$ cat src/rtl/alu_cmp_seq.sv
// Multi-cycle magnitude comparator: walks the operands CHUNK bits per cycle
// from MSB to LSB and stops at the first differing chunk. Signed mode flips
// the sign bit of the top chunk so an unsigned chunk compare orders it
// correctly. Result flags are registered and held until the consumer accepts.
module alu_cmp_seq #(
  parameter int N     = 32,
  parameter int CHUNK = 8
) (
  input  logic         clk,
  input  logic         rst,
  input  logic         in_valid,
  output logic         in_ready,
  input  logic [N-1:0] a,
  input  logic [N-1:0] b,
  input  logic         is_signed,
  output logic         out_valid,
  input  logic         out_ready,
  output logic         eq,
  output logic         neq,
  output logic         lt,
  output logic         lte,
  output logic         gt,
  output logic         gte,
  output logic         busy
);

  localparam int NCHUNK = N / CHUNK;
  localparam int IW     = (NCHUNK > 1) ? $clog2(NCHUNK) : 1;

  typedef enum logic [1:0] {IDLE, CMP, DONE} state_t;

  state_t           state;
  logic [N-1:0]     a_q;
  logic [N-1:0]     b_q;
  logic             signed_q;
  logic [IW-1:0]    idx;
  logic [CHUNK-1:0] ca;
  logic [CHUNK-1:0] cb;
  logic             top;

  // Select the current chunk pair; sign bit of the top chunk inverted in signed mode
  always_comb begin
    ca  = '0;
    cb  = '0;
    top = (idx == IW'(NCHUNK - 1));
    for (int unsigned i = 0; i < NCHUNK; i++) begin
      if (idx == IW'(i)) begin
        ca = a_q[i*CHUNK +: CHUNK];
        cb = b_q[i*CHUNK +: CHUNK];
      end
    end
    if (top && signed_q) begin
      ca[CHUNK-1] = ~ca[CHUNK-1];
      cb[CHUNK-1] = ~cb[CHUNK-1];
    end
  end

  // Control FSM with registered handshake outputs and result flags
  always_ff @(posedge clk) begin
    if (rst) begin
      state     <= IDLE;
      in_ready  <= 1'b1;
      out_valid <= 1'b0;
      busy      <= 1'b0;
      eq        <= 1'b0;
      neq       <= 1'b0;
      lt        <= 1'b0;
      lte       <= 1'b0;
      gt        <= 1'b0;
      gte       <= 1'b0;
      a_q       <= '0;
      b_q       <= '0;
      signed_q  <= 1'b0;
      idx       <= '0;
    end else begin
      case (state)
        IDLE: begin
          if (in_valid && in_ready) begin
            a_q      <= a;
            b_q      <= b;
            signed_q <= is_signed;
            idx      <= IW'(NCHUNK - 1);
            in_ready <= 1'b0;
            busy     <= 1'b1;
            state    <= CMP;
          end
        end
        CMP: begin
          if (ca != cb) begin
            eq        <= 1'b0;
            neq       <= 1'b1;
            lt        <= (ca < cb);
            lte       <= (ca < cb);
            gt        <= (ca > cb);
            gte       <= (ca > cb);
            out_valid <= 1'b1;
            state     <= DONE;
          end else if (idx == '0) begin
            eq        <= 1'b1;
            neq       <= 1'b0;
            lt        <= 1'b0;
            lte       <= 1'b1;
            gt        <= 1'b0;
            gte       <= 1'b1;
            out_valid <= 1'b1;
            state     <= DONE;
          end else begin
            idx <= idx - 1'b1;
          end
        end
        DONE: begin
          if (out_ready) begin
            out_valid <= 1'b0;
            in_ready  <= 1'b1;
            busy      <= 1'b0;
            state     <= IDLE;
          end
        end
        default: begin
          state <= IDLE;
        end
      endcase
    end
  end

endmodule

$ cat config.mk
export PLATFORM = sky130hd
export DESIGN_NAME = alu_cmp_seq
export DESIGN_NICKNAME = d
export VERILOG_FILES = /design/src/rtl/alu_cmp_seq.sv
export SDC_FILE = /design/constraint.sdc
export NUM_CORES = 1
export LEC_CHECK = 0
export BUFFER_PORTS_ARGS = -buffer_cell sky130_fd_sc_hd__buf_2
export CELL_PAD_IN_SITES_DETAIL_PLACEMENT = 2
export CELL_PAD_IN_SITES_GLOBAL_PLACEMENT = 2
export CORE_MARGIN = 2
export CORE_UTILIZATION = 30
export CTS_BUF_LIST = sky130_fd_sc_hd__clkbuf_16
export DETAILED_ROUTE_END_ITERATION = 8
export GPL_TIMING_DRIVEN = 0
export PLACE_DENSITY_LB_ADDON = 0.1
export SLEW_MARGIN = 20
export SYNTH_ARGS = -nofsm -noshare
export SYNTH_HDL_FRONTEND = slang
export SYNTH_SLANG_ARGS = --single-unit
$ cat constraint.sdc
create_clock -name clk -period 3.5 [get_ports clk]
set_input_delay 0.175 -clock clk [delete_from_list [all_inputs] [get_ports clk]]
set_output_delay 0.175 -clock clk [all_outputs]
set_load 0.005 [all_outputs]
==> insert_results.sql, run 1 <==
INSERT INTO impl_metrics (metric_group, metric, value, unit) VALUES
('timing', 'period_needed', '3240', 'ps'),
('routing', 'number_of_nets_with_antenna_violations_after_detailed_routing', '0', ''),
('die', 'floorplan.die.height', '113', 'um'),
('clock_network', 'cts_inserted_buffers', '9', ''),
('place', 'place.detailed.instances', '690', ''),
('synthesis', 'netlist_area_before_placement', '3550', 'um^2'),
('timing', 'final.hold.worst_slack', '62.5', 'ps'),
('pwr', 'switching_share_of_total_power', '32.6', '%'),
('place', 'dp_hpwl', '9.00', 'mm'),
('routing', 'vias', '3443', ''),
('clock_network', 'post_cts_resized', '0', ''),
('worst_hold_path', 'worstHoldStart', 'b[11]', ''),
('clock_network', 'hold_fix_buffers_at_cts', '0', ''),
('pwr', 'leakage', '1.77', 'nW'),
('clock_network', 'cts.root.buffer_cell', 'sky130_fd_sc_hd__clkbuf_16', ''),
('final_layout', 'layout-area-overhead-vs-synth', '25.7', '%'),
('synthesis', 'post-synth-top-count-cell', 'sky130_fd_sc_hd__nand2_1', ''),
('pwr', 'vdd.ir_drop.worst', '0.394', 'mV'),
('worst_setup_path', 'critical_path.reg2reg.endpoint', 'lt', ''),
('final_layout', 'instances_no_fill', '706', ''),
('worst_hold_path', 'min_to', 'b_q[11]', ''),
('synthesis', 'count_of_warnings_emitted_by_yosys', '0', ''),
('worst_setup_path', 'r2r_slack', '260', 'ps'),
('die', 'io_pins', '78', ''),
('worst_setup_path', 'critical_path.max_fanout', '10', ''),
('clock_network', 'htree_levels', '3', ''),
('pwr', 'clock_power_share', '36.8', '%'),
('synthesis', 'register_bit_count_reported_by_yosys', '78', ''),
('timing', 'clock-skew-final', '5.27', 'ps'),
('routing', 'detailedRoute.firstPassIterationCount', '4', ''),
('die', 'rows', '39', ''),
('timing', 'report.final.slew_viol_count', '0', ''),
('worst_setup_path', 'cp_data_arrival_time', '3480', 'ps'),
('worst_hold_path', 'worst_hold_path_type', 'in2reg', ''),
('timing', 'unrepaired_setup_endpoints_after_global_routing', 'no', ''),
('pwr', 'power_frac_seq', '36.2', '%'),
('synthesis', 'synth_top_cell_by_area', 'sky130_fd_sc_hd__dfxtp_1', ''),
('synthesis', 'synth.top_cell.area_share', '44.0', '%'),
('final_layout', 'final.fill_count', '1354', ''),
('routing', 'drt_drc_violations_left', '0', ''),
('place', 'gpl.final_weighted_congestion', '0.856', ''),
('pwr', 'cellInternalPower', '2.01', 'mW'),
('clock_network', 'cts_tree', 'yes', ''),
('routing', 'routed_wirelength', '12.0', 'mm'),
('pwr', 'power_density', '667', 'nW/um^2'),
('timing', 'timing.setup.tns', '0', 'ps'),
('pwr', 'p_comb_share', '26.9', '%'),
('clock_network', 'clock_latency', '350', 'ps'),
('grt', 'grt_remaining_overflow', '0', ''),
('synthesis', 'synth_flop_cell', 'sky130_fd_sc_hd__dfxtp_1', ''),
('die', 'coreArea', '11500', 'um^2'),
('worst_hold_path', 'worst_hold_path.num_cells', '3', ''),
('synthesis', 'ys_top_cells_by_area', 'sky130_fd_sc_hd__dfxtp_1, sky130_fd_sc_hd__nand2_1, sky130_fd_sc_hd__a21oi_1', ''),
('worst_setup_path', 'cp_data_required_time', '3740', 'ps'),
('die', 'floorplan.initialDensity', '31.0', '%'),
('clock_network', 'cts_num_sinks', '78', ''),
('synthesis', 'synth_nets', '552', ''),
('grt', 'antenna_found_initial', '0', ''),
('final_layout', 'final_util', '38.9', '%'),
('final_layout', 'diodes', '0', ''),
('run_status', 'status', 'finished, final reports clean', ''),
('timing', 'highest_clock_rate', '0.309', 'GHz'),
('clock_network', 'clk_pin_slew', '60', 'ps'),
('synthesis', 'synth_sequential_area_ratio', '44.0', '%'),
('routing', 'wire_per_inst', '17.0', 'um'),
('timing', 'worst-slew-pin-transition', '662', 'ps'),
('synthesis', 'ys_async_sr_fraction', '0', '%'),
('clock_network', 'cts_setup_buffers', '0', ''),
('timing', 'hold_viol_final', '0', ''),
('place', 'detailedPlace.worstSlack', '289', 'ps'),
('worst_setup_path', 'worst-r2r-cell-count', '15', '');
logic make-up (layout without fill, tap and decap cells):
family                   after synthesis  count (layout)  share of synthesized area (%)
flip-flops                            78              78                           44.0
adder cells (fa/ha/maj)               12              12                           4.23
AO/OA/AOI/OAI                        133             133                           19.5
buffers and inverters                 40             132                           6.59
multiplexers                           1               1                          0.317
AND/OR/NAND/NOR                      205             205                           24.9
XOR/XNOR                               2               2                          0.493
worst max-delay path by stage:
stage,from,end,slack (ps)
floorplan,idx[0],lt,900
global placement,idx[0],lt,360
detailed placement,idx[0],lte,290
CTS,idx[1],lt,200
global route,idx[1],lte,20
finish,idx[1],lt,260
cells in the final DEF (no fill, tap or decap), types with 6 or more instances in the layout:
master,Yosys,layout
sky130_fd_sc_hd__clkbuf_16,0,9
sky130_fd_sc_hd__buf_2,4,80
sky130_fd_sc_hd__nand2_1,158,158
sky130_fd_sc_hd__clkbuf_1,19,18
sky130_fd_sc_hd__o21ai_0,11,11
sky130_fd_sc_hd__nor2_1,14,14
sky130_fd_sc_hd__buf_6,10,10
sky130_fd_sc_hd__inv_1,6,6
sky130_fd_sc_hd__a21oi_1,114,114
sky130_fd_sc_hd__nand3b_1,15,15
sky130_fd_sc_hd__ha_1,12,12
sky130_fd_sc_hd__dfxtp_1,78,78
flip-flops by register name, indices dropped and copies added, names as in the netlist:
name / flops
a_q: 32
b_q: 32
idx: 2
state: 2
busy: 1
eq: 1
gt: 1
gte: 1
in_ready: 1
lt: 1
lte: 1
neq: 1
out_valid: 1
signed_q: 1
power groups by stage:
stage | registers [mW] | logic (mW) | clock network, mW
floorplan | 1.07 | 0.532 | 0
global placement | 1.09 | 0.770 | 0
detailed placement | 1.10 | 0.798 | 0
CTS | 1.08 | 0.812 | 1.12
global route | 1.09 | 0.908 | 1.17
finish | 1.08 | 0.802 | 1.10
stage by stage:
stage / cell area (um^2) / total power [mW]
global route: 4460 / 3.17
CTS: 4460 / 3.01
global placement: 4110 / 1.86
floorplan: 3550 / 1.60
detailed placement: 4110 / 1.89
finish: 4460 / 2.98
layer usage:
| layer | GRT usage [%] | up-vias | wire (um) |
|---|---|---|---|
| met5 | 0 | - | 0 |
| met4 | 4.55 | 0 | 125 |
| met3 | 4.71 | 10 | 424 |
| met2 | 34.4 | 55 | 5830 |
| met1 | 25.5 | 1641 | 5650 |
| li1 | - | 1737 | - |
area by class of cell:
type	instances	area, um^2	share of cell area (%)
plain buffers	34	213	4.77
clock buffers	9	225	5.05
clock inverters	7	120	2.69
inverters	6	22.5	0.505
multi-input cells	353	1760	39.5
flip-flops and latches	78	1560	35.0
well taps	143	179	4.01
repair buffers	76	380	8.52
worst max-delay path: stages (launching register included):
cell and delay (ps):
sky130_fd_sc_hd__dfxtp_1 330, sky130_fd_sc_hd__inv_1 110, sky130_fd_sc_hd__ha_1 160, sky130_fd_sc_hd__buf_2 240, sky130_fd_sc_hd__buf_2 280, sky130_fd_sc_hd__nand3b_1 110
sky130_fd_sc_hd__a21oi_1 240, sky130_fd_sc_hd__a21oi_1 100, sky130_fd_sc_hd__nor2_1 110, sky130_fd_sc_hd__a21oi_1 70, sky130_fd_sc_hd__ha_1 350, sky130_fd_sc_hd__nand4_1 100
sky130_fd_sc_hd__or2_1 300, sky130_fd_sc_hd__and2_1 210, sky130_fd_sc_hd__nor3b_2 180, sky130_fd_sc_hd__o21ba_2 230
No activity file was read; power rests on OpenSTA's default activity.
==> run 2: changes to the inputs <==
--- a/config.mk
+++ b/config.mk
@@ -14,6 +14,7 @@
 export DETAILED_ROUTE_END_ITERATION = 8
 export GPL_TIMING_DRIVEN = 0
 export PLACE_DENSITY_LB_ADDON = 0.1
+export RECOVER_POWER = 50
 export SLEW_MARGIN = 20
 export SYNTH_ARGS = -nofsm -noshare
 export SYNTH_HDL_FRONTEND = slang
==> insert_results.sql, run 2 (synthesized netlist as in run 1, its figures left out) <==
INSERT INTO impl_metrics (metric_group, metric, value, unit) VALUES
('run_status', 'status', 'finished, final reports clean', ''),
('worst_setup_path', 'endpoint_kind', 'flop', ''),
('die', 'rows', '39', ''),
('final_layout', 'leading_cell_types_in_the_layout_fill_and_taps_excluded', 'sky130_fd_sc_hd__nand2_1, sky130_fd_sc_hd__a21oi_1, sky130_fd_sc_hd__dfxtp_1', ''),
('pwr', 'vdd.ir_drop.worst', '0.394', 'mV'),
('worst_setup_path', 'crit_buf_inv', '3', ''),
('final_layout', 'most_frequent_standard_cell_in_the_layout_excluding_fill_and_tap_cells', 'sky130_fd_sc_hd__nand2_1', ''),
('grt', 'antenna_found_initial', '0', ''),
('worst_setup_path', 'worst_path_dominant_cell_family', 'simple AND/OR/NAND/NOR gates', ''),
('timing', 'worst_slew_margin_rel', '54.4', '%'),
('worst_setup_path', 'r2r_slack', '270', 'ps'),
('worst_setup_path', 'timing.critical_path.cells', 'inv_1, ha_1, buf_2, buf_2, nand3b_1, a21oi_1, a21oi_1, nor2_1, a21oi_1, ha_1, nand4_1, or2_1, and2_1, nor3b_2, o21ba_2', ''),
('worst_setup_path', 'timing_worst_setup_path_type', 'reg2reg', ''),
('timing', 'setup_viol_count_final', '0', ''),
('timing', 'unrepaired_setup_endpoints_after_global_routing', 'no', ''),
('worst_hold_path', 'worst_hold_path.num_cells', '3', ''),
('clock_network', 'clock_latency', '350', 'ps'),
('timing', 'clock-skew-final', '4.64', 'ps'),
('final_layout', 'reg_top3', 'a_q (32), b_q (32)', ''),
('worst_setup_path', 'max_stage_delay', '350', 'ps'),
('grt', 'first_global_vias', '3834', ''),
('worst_hold_path', 'worstHoldStart', 'b[11]', ''),
('final_layout', 'layout-area-overhead-vs-synth', '24.1', '%'),
('clock_network', 'cts_num_sinks', '78', ''),
('clock_network', 'ctsLongestPathBuffers', '2', ''),
('timing', 'period_needed', '3230', 'ps'),
('place', 'dp_hpwl', '9.00', 'mm'),
('grt', 'grt_remaining_overflow', '0', ''),
('timing', 'final_min_period_over_clock_period', '92.4', '%'),
('timing', 'timing.setup.tns', '0', 'ps'),
('routing', 'detail_route.iter0.violations', '84', ''),
('worst_setup_path', 'worstSetupStartpointType', 'flop', ''),
('die', 'coreArea', '11500', 'um^2'),
('routing', 'number_of_nets_with_antenna_violations_after_detailed_routing', '0', ''),
('worst_setup_path', 'timing.critical_path.mode_cell', 'sky130_fd_sc_hd__a21oi_1', ''),
('grt', 'wire_length_of_the_first_global_routing_pass', '19.6', 'mm'),
('timing', 'hold_viol_final', '0', ''),
('final_layout', 'final_nets', '639', ''),
('die', 'dieWidth', '113', 'um'),
('final_layout', 'drive_above_1_share', '17.6', '%'),
('die', 'io_pins', '78', ''),
('routing', 'routed_wirelength', '12.0', 'mm'),
('die', 'floorplan.die.height', '113', 'um'),
('clock_network', 'cts.root.buffer_cell', 'sky130_fd_sc_hd__clkbuf_16', ''),
('worst_hold_path', 'worst_hold_path_type', 'in2reg', ''),
('clock_network', 'cts_tree', 'yes', ''),
('worst_setup_path', 'crit_slowest_cell', 'sky130_fd_sc_hd__ha_1', ''),
('clock_network', 'hold_fix_buffers_at_cts', '0', ''),
('routing', 'detailedRoute.firstPassIterationCount', '4', ''),
('grt', 'groute.usage.overall', '20.0', '%'),
('worst_setup_path', 'critical_path.reg2reg.endpoint', 'lt', ''),
('timing', 'worst-slew-pin-transition', '684', 'ps'),
('clock_network', 'htree_levels', '3', ''),
('clock_network', 'clk_pin_slew', '60', 'ps'),
('final_layout', 'final_util', '38.4', '%'),
('worst_setup_path', 'rr_startpoint', 'idx[1]', ''),
('pwr', 'leakage', '1.71', 'nW'),
('timing', 'timing.final.ws_setup', '266', 'ps'),
('worst_setup_path', 'critical_path.max_fanout', '10', ''),
('worst_hold_path', 'min_to', 'b_q[11]', ''),
('worst_setup_path', 'cp_data_required_time', '3740', 'ps'),
('place', 'gpl.final_weighted_congestion', '0.856', ''),
('routing', 'vias_per_cell', '4.88', ''),
('routing', 'drt_drc_violations_left', '0', ''),
('routing', 'wire_per_inst', '17.0', 'um'),
('worst_setup_path', 'cp_data_arrival_time', '3480', 'ps'),
('die', 'floorplan.initialDensity', '31.0', '%'),
('place', 'count_of_port_buffers_added_during_placement', '76', ''),
('pwr', 'power_density', '670', 'nW/um^2'),
('grt', 'maximum_number_of_pins_on_one_net_before_global_route_repair', '15', ''),
('run', 'maxCapViolations', '0', ''),
('clock_network', 'cts_inserted_buffers', '9', ''),
('worst_setup_path', 'worst-r2r-cell-count', '15', ''),
('place', 'detailedPlace.worstSlack', '289', 'ps'),
('timing', 'highest_clock_rate', '0.309', 'GHz'),
('timing', 'report.final.slew_viol_count', '0', ''),
('final_layout', 'diodes', '0', ''),
('routing', 'vias', '3442', ''),
('die', 'die_area', '12700', 'um^2');
run 2: cell count changes in the layout (fill, tap and decap cells not counted), sizes merged:
cell | before | now
clkbuf | 28 | 41
buf | 91 | 78
run 2: report_power, final:
group / internal (mW) / switching, mW / leakage [nW] / total (mW)
sequential: 1.00 / 0.0781 / 0.639 / 1.08
clock: 0.700 / 0.396 / 0.166 / 1.10
combinational: 0.283 / 0.493 / 0.905 / 0.777
total: 1.98 / 0.967 / 1.71 / 2.95
run 2: through the flow:
stage	instances	power [mW]	instance area, um^2	hold WS [ps]
2_1_floorplan	471	1.60	3550	311
3_3_place_gp	690	1.86	4110	418
3_5_place_dp	690	1.89	4110	424
4_1_cts	706	3.01	4460	52.9
5_1_grt	706	3.14	4410	65.4
6_report	706	2.95	4410	63.1
run 2: layer usage:
layer | vias up | track usage [%] | share of wire [%]
met5 | - | 0 | 0
met4 | 0 | 4.55 | 1.0
met3 | 10 | 4.71 | 3.7
met2 | 55 | 34.4 | 48
met1 | 1640 | 25.5 | 47
li1 | 1737 | - | -
run 2: worst max path at each step:
stage | startpoint | end | slack (ps) | depth (start not counted)
final | idx[1] | lt | 270 | 15
after global placement | idx[0] | lt | 360 | 14
after CTS | idx[1] | lt | 200 | 15
after detailed placement | idx[0] | lte | 290 | 15
after global routing | idx[1] | lte | 20 | 15
after floorplan | idx[0] | lt | 900 | 14
run 2: area by class of cell:
| cell class | count | area (um^2) |
|---|---|---|
| fillers | 1357 | 7060 |
| multi-input cells | 353 | 1750 |
| flip-flops and latches | 78 | 1560 |
| repair buffers | 76 | 373 |
| clock buffers | 9 | 225 |
| well taps | 143 | 179 |
| plain buffers | 34 | 176 |
| clock inverters | 7 | 120 |
| inverters | 6 | 22.5 |
run 2: worst min-delay path: stages:
cell and delay [ps]:
sky130_fd_sc_hd__buf_2 90, sky130_fd_sc_hd__nand2_1 50, sky130_fd_sc_hd__a21oi_1 50
run 2: repair_timing:
item                                    4_1_cts  5_1_grt
endpoints found under the setup margin        0        2
setup buffers                                 0        0
gates resized for setup                       0        3
==> run 3: changes to the inputs <==
==> constraint.sdc (replaced) <==
create_clock -name clk -period 3 [get_ports clk]
set_input_delay 0.15 -clock clk [delete_from_list [all_inputs] [get_ports clk]]
set_output_delay 0.15 -clock clk [all_outputs]
set_load 0.005 [all_outputs]
==> insert_results.sql, run 3 (synthesized netlist as in run 1, its figures left out) <==
INSERT INTO impl_metrics (metric_group, metric, value, unit) VALUES
('grt', 'antenna_found_initial', '0', ''),
('worst_setup_path', 'critical_path.max_fanout', '10', ''),
('place', 'dp_hpwl', '9.00', 'mm'),
('final_layout', 'drive_above_1_share', '20.5', '%'),
('timing', 'worst-slew-pin-transition', '695', 'ps'),
('timing', 'timing.final.ws_setup', '146', 'ps'),
('worst_hold_path', 'worst_hold_path_type', 'in2reg', ''),
('grt', 'wire_length_of_the_first_global_routing_pass', '19.7', 'mm'),
('place', 'detailedPlace.worstSlack', '-211', 'ps'),
('worst_setup_path', 'worst-r2r-cell-count', '12', ''),
('pwr', 'vdd.ir_drop.worst', '0.459', 'mV'),
('die', 'floorplan.initialDensity', '31.0', '%'),
('routing', 'detailedRoute.firstPassIterationCount', '4', ''),
('clock_network', 'cts_num_sinks', '78', ''),
('timing', 'unrepaired_setup_endpoints_after_global_routing', 'no', ''),
('timing', 'report.final.slew_viol_count', '0', ''),
('die', 'dieWidth', '113', 'um'),
('worst_hold_path', 'worstHoldStart', 'b[11]', ''),
('final_layout', 'most_frequent_standard_cell_in_the_layout_excluding_fill_and_tap_cells', 'sky130_fd_sc_hd__nand2_1', ''),
('worst_setup_path', 'cp_data_arrival_time', '3100', 'ps'),
('timing', 'timing.setup.tns', '0', 'ps'),
('timing', 'clock-skew-final', '4.99', 'ps'),
('clock_network', 'ctsLongestPathBuffers', '2', ''),
('worst_setup_path', 'r2r_slack', '150', 'ps'),
('worst_setup_path', 'rr_startpoint', 'idx[0]', ''),
('worst_setup_path', 'timing_worst_setup_path_type', 'reg2reg', ''),
('clock_network', 'clk_pin_slew', '60', 'ps'),
('pwr', 'total_power', '3.55', 'mW'),
('place', 'gpl.final_weighted_congestion', '0.856', ''),
('clock_network', 'cts.root.buffer_cell', 'sky130_fd_sc_hd__clkbuf_16', ''),
('routing', 'detail_route.iter0.violations', '86', ''),
('routing', 'vias', '3450', ''),
('timing', 'hold_viol_final', '0', ''),
('routing', 'drt_drc_violations_left', '0', ''),
('pwr', 'power_density', '792', 'nW/um^2'),
('routing', 'vias_per_cell', '4.87', ''),
('timing', 'worst_slew_margin_rel', '53.7', '%'),
('routing', 'routed_wirelength', '12.1', 'mm'),
('final_layout', 'leading_cell_types_in_the_layout_fill_and_taps_excluded', 'sky130_fd_sc_hd__nand2_1, sky130_fd_sc_hd__a21oi_1, sky130_fd_sc_hd__dfxtp_1', ''),
('final_layout', 'reg_top3', 'a_q (32), b_q (32)', ''),
('final_layout', 'final_util', '39.1', '%'),
('worst_hold_path', 'worst_hold_path.num_cells', '3', ''),
('die', 'io_pins', '78', ''),
('clock_network', 'cts_tree', 'yes', ''),
('clock_network', 'clock_latency', '350', 'ps'),
('die', 'coreArea', '11500', 'um^2'),
('grt', 'grt_remaining_overflow', '0', ''),
('timing', 'highest_clock_rate', '0.350', 'GHz'),
('clock_network', 'cts_inserted_buffers', '9', ''),
('worst_setup_path', 'cp_data_required_time', '3240', 'ps'),
('final_layout', 'layout-area-overhead-vs-synth', '26.4', '%'),
('clock_network', 'hold_fix_buffers_at_cts', '0', ''),
('worst_setup_path', 'endpoint_kind', 'flop', ''),
('routing', 'number_of_nets_with_antenna_violations_after_detailed_routing', '0', ''),
('clock_network', 'htree_levels', '3', ''),
('timing', 'period_needed', '2850', 'ps'),
('die', 'rows', '39', ''),
('run_status', 'status', 'finished, final reports clean', ''),
('final_layout', 'final_cell_area', '4490', 'um^2'),
('worst_setup_path', 'worstSetupStartpointType', 'flop', ''),
('place', 'count_of_port_buffers_added_during_placement', '76', ''),
('place', 'placed_cell_area', '4110', 'um^2'),
('grt', 'first_global_vias', '3842', ''),
('run', 'maxCapViolations', '0', ''),
('final_layout', 'final_nets', '642', ''),
('pwr', 'leakage', '1.75', 'nW'),
('timing', 'setup_viol_count_final', '0', ''),
('worst_hold_path', 'min_to', 'b_q[11]', ''),
('die', 'floorplan.die.height', '113', 'um'),
('die', 'die_area', '12700', 'um^2'),
('grt', 'maximum_number_of_pins_on_one_net_before_global_route_repair', '15', ''),
('routing', 'wire_per_inst', '17.1', 'um'),
('worst_setup_path', 'critical_path.reg2reg.endpoint', 'lt', ''),
('timing', 'final_min_period_over_clock_period', '95.1', '%'),
('grt', 'groute.usage.overall', '20.0', '%'),
('final_layout', 'diodes', '0', '');
[run 3: per-layer routing]
layer / track usage, % / wire [um]
met1: 25.4 / 5650
met2: 34.5 / 5920
met5: 0 / 0
met3: 4.71 / 425
met4: 4.55 / 125
[run 3: final cells by class]
class | count | area, um^2
fill | 1352 | 6980
multi-input combinational | 353 | 1780
sequential | 78 | 1560
timing repair buffer | 79 | 395
clock buffer | 9 | 225
buffer | 34 | 203
tap | 143 | 179
clock inverter | 7 | 120
inverter | 6 | 22.5
[run 3: stage by stage]
stage / instances / hold WS (ps)
detailed placement: 690 / 399
CTS: 706 / 27.9
floorplan: 471 / 286
global route: 709 / 40.4
global placement: 690 / 393
finish: 709 / 37.1
[run 3: worst max-delay path: stages (launching register included)]
cell and delay (ps):
sky130_fd_sc_hd__dfxtp_2 340, sky130_fd_sc_hd__inv_1 90, sky130_fd_sc_hd__ha_1 260, sky130_fd_sc_hd__clkbuf_2 330, sky130_fd_sc_hd__a21oi_1 80, sky130_fd_sc_hd__a21oi_1 200, sky130_fd_sc_hd__o21ai_1 120, sky130_fd_sc_hd__ha_1 320
sky130_fd_sc_hd__nand4_1 140, sky130_fd_sc_hd__or2_4 320, sky130_fd_sc_hd__and2_4 160, sky130_fd_sc_hd__nor3b_2 160, sky130_fd_sc_hd__o21ba_2 230
[run 3: report_power, final]
group,leakage [nW],total [mW],internal (mW),switching (mW)
combinational,0.946,1.02,0.404,0.611
sequential,0.639,1.26,1.17,0.0918
clock,0.166,1.28,0.817,0.461
total,1.75,3.55,2.39,1.16
[run 3: repair_timing]
item,4_1_cts,5_1_grt
resized for setup,16,18
endpoints found under the setup margin,10,6
gates cloned,0,0
pin swaps,1,6
buffers inserted,0,3
[run 3: how the worst max path moves through the flow]
stage | startpoint | to | slack (ps) | cells past startpoint
2_1_floorplan | idx[0] | lt | 400 | 14
3_3_place_gp | idx[0] | lt | -140 | 14
3_5_place_dp | idx[0] | lte | -210 | 15
4_1_cts | idx[1] | lt | 20 | 15
5_1_grt | idx[0] | lt | 20 | 14
6_report | idx[0] | lt | 150 | 12
